[src/rtl/bus8088_pkg.sv]
// bus8088_pkg: shared state, request types and bus polarity constants for the 8088 initiator
package bus8088_pkg;
  localparam int BUS_ADDR_W = 20;
  localparam int BUS_DATA_W = 8;
  localparam logic ALE_ON = 1'b1;
  localparam logic STB_ON = 1'b0;
  localparam logic STB_OFF = 1'b1;
  typedef enum logic [2:0] {IDLE, T1, T2, T3, TW, T4, HLD} bus_state_e;
  typedef struct packed {
    logic write;
    logic iom;
    logic [BUS_ADDR_W-1:0] addr;
    logic [BUS_DATA_W-1:0] wdata;
  } bus_req_t;
endpackage

[src/rtl/bus8088_initiator.sv]
// bus8088_initiator: 8088 minimum-mode T1-T4 bus-cycle initiator with wait timeout and HOLD/HLDA
module bus8088_initiator
  import bus8088_pkg::*;
#(
  parameter int ADDR_W = BUS_ADDR_W,
  parameter int DATA_W = BUS_DATA_W,
  parameter int IO_ADDR_W = 16,
  parameter int WAIT_LIMIT = 16
) (
  input  logic              CLK,
  input  logic              RESET_N,
  input  logic              req_valid,
  output logic              req_ready,
  input  logic              req_write,
  input  logic              req_iom,
  input  logic [ADDR_W-1:0] req_addr,
  input  logic [DATA_W-1:0] req_wdata,
  output logic              resp_valid,
  output logic [DATA_W-1:0] resp_rdata,
  output logic              resp_err,
  output logic [ADDR_W-9:0] A,
  output logic [DATA_W-1:0] AD_O,
  output logic              AD_OE,
  input  logic [DATA_W-1:0] AD_I,
  output logic              ALE,
  output logic              RD_N,
  output logic              WR_N,
  output logic              IOM,
  output logic              DTR,
  output logic              DEN_N,
  output logic              BUS_OE,
  input  logic              READY,
  input  logic              HOLD,
  output logic              HLDA
);
  localparam int CW = WAIT_LIMIT == 0 ? 1 : $clog2(WAIT_LIMIT + 1);
  localparam logic [CW-1:0] LIM = CW'(WAIT_LIMIT);
  localparam logic [ADDR_W-1:0] IO_MASK = ADDR_W'((64'd1 << IO_ADDR_W) - 64'd1);
  bus_state_e st;
  bus_req_t r;
  logic [CW-1:0] cnt;
  logic err;
  logic [DATA_W-1:0] rdata;
  logic [ADDR_W-1:0] amask;
  logic accept, strobe, data_ph, sample, timeout;
  assign req_ready = (st == IDLE || st == T4) && !HOLD && RESET_N;
  assign accept = req_valid && req_ready;
  assign amask = req_iom ? IO_MASK : '1;
  assign strobe = st == T2 || st == T3 || st == TW;
  assign data_ph = strobe || st == T4;
  assign sample = st == T3 || st == TW;
  assign timeout = WAIT_LIMIT != 0 && cnt == LIM;
  always_ff @(posedge CLK or negedge RESET_N)
    if (!RESET_N) begin
      st <= IDLE;
      r <= '0;
      cnt <= '0;
      err <= 1'b0;
      rdata <= '0;
    end else begin
      case (st)
        IDLE, T4: st <= HOLD ? HLD : accept ? T1 : IDLE;
        T1: st <= T2;
        T2: st <= T3;
        T3: st <= READY ? T4 : TW;
        TW: st <= READY || timeout ? T4 : TW;
        HLD: st <= HOLD ? HLD : IDLE;
        default: st <= IDLE;
      endcase
      if (accept) begin
        r <= '{write: req_write, iom: req_iom, addr: req_addr & amask, wdata: req_wdata};
        err <= 1'b0;
      end
      // cnt counts TW states of the current cycle; it equals k while in the k-th TW
      if (st == T1)
        cnt <= '0;
      else if (sample && !READY)
        cnt <= cnt + 1'b1;
      if (st == TW && !READY && timeout)
        err <= 1'b1;
      if (sample && READY && !r.write)
        rdata <= AD_I;
    end
  always_comb begin
    ALE = st == T1 ? ALE_ON : ~ALE_ON;
    RD_N = strobe && !r.write ? STB_ON : STB_OFF;
    WR_N = strobe && r.write ? STB_ON : STB_OFF;
    DEN_N = strobe ? STB_ON : STB_OFF;
    A = r.addr[ADDR_W-1:8];
    AD_O = st == T1 ? r.addr[DATA_W-1:0] : r.write && data_ph ? r.wdata : '0;
    AD_OE = st == T1 || (r.write && data_ph);
    IOM = r.iom;
    DTR = r.write;
    BUS_OE = st != HLD;
    HLDA = st == HLD;
    resp_valid = st == T4;
    resp_err = st == T4 && err;
    resp_rdata = rdata;
  end
endmodule
[config.mk]
export PLATFORM = sky130hd
export DESIGN_NAME = bus8088_initiator
export DESIGN_NICKNAME = d
export VERILOG_FILES = /design/src/rtl/bus8088_pkg.sv /design/src/rtl/bus8088_initiator.sv
export SDC_FILE = /design/constraint.sdc
export NUM_CORES = 1
export LEC_CHECK = 0
export ABC_CLOCK_PERIOD_IN_PS = 1800
export BUFFER_PORTS_ARGS = -buffer_cell sky130_fd_sc_hd__buf_2
export CAP_MARGIN = 10
export CORE_AREA = 4 4 74 76
export DETAILED_ROUTE_END_ITERATION = 12
export DIE_AREA = 0 0 78 80
export PLACE_DENSITY = 0.82
export SLEW_MARGIN = 5
export SYNTH_ARGS = -nofsm -noshare
export SYNTH_HDL_FRONTEND = slang
export SYNTH_SLANG_ARGS = --single-unit
[constraint.sdc]
create_clock -name CLK -period 1.8 [get_ports CLK]
set_input_delay 0 -clock CLK [delete_from_list [all_inputs] [get_ports CLK]]
set_output_delay 0 -clock CLK [all_outputs]
set_load 0.05 [all_outputs]
==> results.ini, run 1 <==
[run_status]
run_status = complete, no violations

[finish]
syn_to_final_growth_pct = 46.1
nets = 353
drive_above_1_share_pct = 50.8
fin_area_mm2 = 0.00338
diodes = 0

[drt]
wl_per_cell_um = 15.6
via_per_inst = 4.95
drc = 0
dr.first_iter.drc_count = 174
antenna_left = 0
dr.pass1.iters = 4
dr_total_vias = 1860
wl_um = 5870

[worst_setup_path]
critPathMaxFanout = 5
cp_data_arrival_time_ns = 1.73
critPathLaunchType = register
path_class = register to primary output
end_kind = primary output
crit_path_top_delay_cell = dfrtp_2
cp_cell_sequence = or3b_4 -> clkinvlp_4 -> nand2_1 -> a21oi_4 -> buf_6
cp.required_ns = 1.80
slowest_delay_ns = 0.45

[clock_network]
cts_sinks = 47
numCtsBuffers = 5
cts-root-buf = clkbuf_8
clockBufferDepth = 2
clk_pin_slew_ns = 0.09
clk_latency_ns = 0.31
htreeDepth = 2
tritoncts = built

[logic_synthesis]
synth_warnings = 0
synth.cell_area_mm2 = 0.00231
yosysSeqAreaShare_pct = 50.8
async_flop_share_pct = 100
synth_cell_types = 37
syn-num-nets = 238
avgSynthCellArea_um2 = 12.0
ys_ff_latch = 47
synth_edf_count = 0
dominantRegCellSynth = dfrtp_1
netlist_instances = 193

[placed_design]
placed_cell_area_mm2 = 0.00282
io_buffer_count = 82
dp_hpwl_um = 3820
gp_congestion = 0.799

[timing]
tightest_slew_ns = 0.592
final_min_period_over_clock_period_pct = 96.3
final-max-slew-violation-count = 0
fin_skew_ns = 0.00672
rsz0062_at_grt = yes
setup_viol = 0
hold_viol = 0
period_minus_slack_ns = 1.73
slew_headroom_pct = 60.5
max_freq_mhz = 577

[die]
start_util_pct = 49.0
fp.dieH_um = 80
fp.dieArea_mm2 = 0.00624
die_width_um = 78
pin_count = 83
row_count = 25
core_area_mm2 = 0.00472

[job]
max-cap-violations = 0

[global_route]
grt_max_degree = 48
grt_antenna_before_repair = 0
grt_overflow = 0
grt_pass1_wl_um = 9570
grt_pass1_vias = 2027
grtUsageTotal_pct = 19.8

[power]
power.total_uw = 6500
p_per_area_mw_per_mm2 = 1920
leakage_uw = 0.00160
ir_worst_vdd_uv = 1010

[hold_path]
hold_class = primary input to register

## kinds of logic after synthesis
logic type | count (synthesis) | share of synthesized area (%)
flip-flops | 47 | 50.8
adder cells (fa/ha/maj) | 2 | 1.08
AO/OA/AOI/OAI | 26 | 7.30
AND/OR/NAND/NOR | 45 | 12.1
XOR/XNOR | 1 | 0.378
multiplexers | 42 | 20.2
buffers and inverters | 30 | 8.16
## path summary, 6_finish.rpt
check,endpoint,slack (ns),start,cells past startpoint
worst min register to register,cnt[4]$_DFFE_PN0P_,0.48,cnt[4]$_DFFE_PN0P_,1
min in group asynchronous,A[5]$_DFFE_PN0P_,0.32,RESET_N,3
worst min-delay path,IOM$_DFFE_PN0P_,0.002,req_iom,2
max in group asynchronous,st[2]$_DFF_PN0_,1.03,RESET_N,3
worst max register to register,resp_rdata[7]$_DFFE_PN0P_,0.07,st[0]$_DFF_PN0_,4
worst max-delay path,AD_O[3],0.07,st[2]$_DFF_PN0_,5
## registers in the layout (all words and copies together) (netlist names)
name	count
A	12
DTR	1
IOM	1
cnt	5
err	1
r	16
resp_rdata	8
st	3
## Yosys cell counts, drive strengths merged (2+ instances only)
cell type,n,share of area [%]
mux2,38,18
dfrtp,47,51
nor2,2,0.32
nor2b,4,1.1
ha,2,1.1
nand3,2,0.43
a211o,2,0.76
buf,20,6.5
nor3,2,0.43
nand2b,4,1.1
inv,9,1.5
nand2,20,3.2
mux2i,4,1.7
o2111ai,2,0.76
o21ai,7,1.5
nor4b,2,1.7
a21oi,10,2.2
## layout make-up
cell class / count / area, um2
Multi-Input combinational cell: 116 / 1060
Clock inverter: 3 / 20.0
Fill cell: 319 / 1340
Tap cell: 67 / 83.8
Timing Repair inverter: 1 / 7.51
Sequential cell: 47 / 1180
Clock buffer: 5 / 68.8
Timing Repair Buffer: 128 / 928
Inverter: 9 / 37.5
## critical path, delay by kind of cell, from the launching register on
family          cells  cell delay, ns
compound gates      1            0.13
buf+inv             2            0.31
flops               1            0.45
simple gates        2            0.53
## power breakdown
part | switching, uW | internal [uW]
Combinational | 2580 | 1390
Sequential | 325 | 1570
Clock | 371 | 271
## cells in the final DEF, fill, tap and decap left out, types with 2 or more instances in the layout
cell type,n
buf_2,73
dfrtp_1,46
mux2_2,36
dlygate4sd3_1,35
nand2_1,20
buf_6,10
inv_1,8
o21ai_0,7
buf_4,7
a21oi_4,6
clkbuf_8,5
clkinvlp_4,4
nand2b_1,4
nor2b_1,4
mux2i_1,3
a211o_1,2
nor2_1,2
a21oi_2,2
mux2_1,2
o2111ai_1,2
nand3_1,2
a21oi_1,2
ha_1,2
buf_12,2
## per-layer routing
layer / global-route usage (%) / vias up / routed length (um)
li1: - / 886 / -
met1: 22.5 / 922 / 2300
met2: 35.0 / 43 / 3240
met3: 4.74 / 9 / 226
met4: 8.92 / 0 / 104
met5: 0 / - / 0
## per-stage QoR
stage	setup slack (ns)	util, %	TNS [ns]	hold WS, ns	cells
floorplan	-0.143	-	-0.633	-0.296	193
global placement	0.140	59.7	0	0.149	331
detailed placement	0.0447	59.7	0	0.157	331
CTS	-0.00291	69.9	-0.00291	0.00120	376
global route	-0.0291	71.6	-0.263	0.00536	376
finish	0.0672	71.6	0	0.00159	376
## repair_timing
action,in CTS,in global routing
pin swaps,0,1
endpoints found under the hold margin,82,0
gates resized for setup,12,18
hold buffers,35,0
gates cloned,1,0
buffers inserted,1,0
setup endpoints to repair,9,16
(Power assumes the default switching activity.)
==> run 2: changes to the inputs <==
- PLACE_DENSITY: 0.82 -> default
- PLACE_DENSITY_LB_ADDON: default -> 0.25
==> run 2 against run 1 <==
  * Global-route usage shrank 1.1 points
  * Utilization grew 0.40 points
  * Setup slack worse by 0.010 ns
  * Combinational power shrank 1%
  * Die area unchanged
  * Largest cell class unchanged
==> results.ini, run 2 (synthesis gave the netlist of run 1 again) <==
[finish]
drive_above_1_share_pct = 51.7
diodes = 0
top_register = r
nets = 359
layout.cells.non_filler = 382
n_fill_cell = 326
syn_to_final_growth_pct = 46.9
layout_commonest_cell = buf_2
largest_reg_flops = 16
fin_area_mm2 = 0.00340
layout.cells.most_common_list = 74 x buf_2, 46 x dfrtp_1, 36 x mux2_2

[clock_network]
htreeDepth = 2
cts_sinks = 47
clk_pin_slew_ns = 0.09
clockBufferDepth = 2
numCtsBuffers = 5
tritoncts = built
cts-root-buf = clkbuf_8
clk_latency_ns = 0.30

[timing]
final_min_period_over_clock_period_pct = 96.8
setup_ws_ns = 0.0568
rsz0062_at_grt = yes
final-max-slew-violation-count = 0
setup_viol = 0
hold_viol = 0
period_minus_slack_ns = 1.74
tightest_slew_ns = 0.577
slew_headroom_pct = 61.5
fin_skew_ns = 0.00683
max_freq_mhz = 574

[die]
core_area_mm2 = 0.00472
die_width_um = 78
start_util_pct = 49.0
pin_count = 83
fp.dieArea_mm2 = 0.00624
row_count = 25
fp.dieH_um = 80

[worst_setup_path]
r2r_start = st[2]$_DFF_PN0_
timing.rr.end = r[4]$_DFFE_PN0P_
cp.required_ns = 1.80
path_class = register to primary output
critPathLaunchType = register
end_kind = primary output
cp_data_arrival_time_ns = 1.74
r2r_cells = 4
critPathMaxFanout = 12
ff2ff_setup_slack_ns = 0.10

[placed_design]
dp_hpwl_um = 3600
placed_cell_area_mm2 = 0.00283
io_buffer_count = 82
place_inst = 334
gp_congestion = 0.764
dp_slack_ns = 0.0112

[drt]
dr.first_iter.drc_count = 83
wl_um = 5540
antenna_left = 0
drc = 0
via_per_inst = 4.87
dr.pass1.iters = 4
wl_per_cell_um = 14.5
dr_total_vias = 1860

[job]
max-cap-violations = 0

[global_route]
grt_overflow = 0
grt_pass1_vias = 1927
grt_pass1_wl_um = 9200
grtUsageTotal_pct = 18.7
grt_max_degree = 48
grt_antenna_before_repair = 0

[run_status]
run_status = complete, no violations

[power]
power.total_uw = 6480
p_per_area_mw_per_mm2 = 1910
ir_worst_vdd_uv = 1520
leakage_uw = 0.00164

[hold_path]
hp-start = req_iom
worstHoldPathCells = 2
min_to = IOM$_DFFE_PN0P_
hold_class = primary input to register

-- run 2: worst max path at each step --
| stage | start | endpoint | slack, ns |
|---|---|---|---|
| 2_1_floorplan | st[1]$_DFF_PN0_ | RD_N | -0.14 |
| 3_3_place_gp | st[2]$_DFF_PN0_ | AD_OE | 0.05 |
| 3_5_place_dp | st[2]$_DFF_PN0_ | AD_OE | 0.01 |
| 4_1_cts | st[2]$_DFF_PN0_ | AD_O[2] | 0.001 |
| 5_1_grt | st[2]$_DFF_PN0_ | RD_N | -0.01 |
| 6_report | st[2]$_DFF_PN0_ | AD_O[1] | 0.06 |
-- run 2: cell type report --
| cell class | instances | area (um2) | area share, % |
|---|---|---|---|
| Sequential cell | 47 | 1180 | 34.6 |
| Multi-Input combinational cell | 116 | 1030 | 30.4 |
| Timing Repair Buffer | 134 | 956 | 28.1 |
| Clock buffer | 7 | 96.3 | 2.83 |
| Tap cell | 67 | 83.8 | 2.47 |
| Inverter | 9 | 37.5 | 1.10 |
| Clock inverter | 1 | 7.51 | 0.221 |
| Timing Repair inverter | 1 | 7.51 | 0.221 |
-- run 2: power by group --
| part | internal, uW | switching [uW] |
|---|---|---|
| sequential | 1570 | 305 |
| clock | 349 | 343 |
| combinational | 1390 | 2530 |
| total | 3310 | 3180 |
-- run 2: routing by layer --
layer / share of wire, % / track usage (%) / vias up
met3: 5.4 / 3.84 / 10
li1: - / - / 898
met5: 0 / 0 / -
met4: 1.9 / 6.12 / 0
met2: 51 / 32.2 / 68
met1: 41 / 23.5 / 884
-- run 2: worst max-delay path, cell delays in order, from the launching register on --
cell     delay (ns)
dfrtp_2        0.44
or3b_4         0.42
buf_4          0.20
nand2_1        0.13
a21oi_4        0.07
buf_4          0.18
-- run 2: per-stage QoR --
stage               hold slack [ns]  setup TNS (ns)  util (%)
floorplan                    -0.296          -0.633         -
global placement              0.154               0      59.9
detailed placement            0.146               0      59.9
CTS                          0.0163               0      71.1
global route                 0.0231         -0.0238      72.0
finish                       0.0220               0      72.0
-- run 2: repair_timing --
action / CTS / global route
gates cloned: 1 / 0
resized for setup: 9 / 16
setup endpoints to repair: 10 / 30
setup buffers: 3 / 1
endpoints found under the hold margin: 82 / 0
hold buffers: 35 / 0
pin swaps: 1 / 0
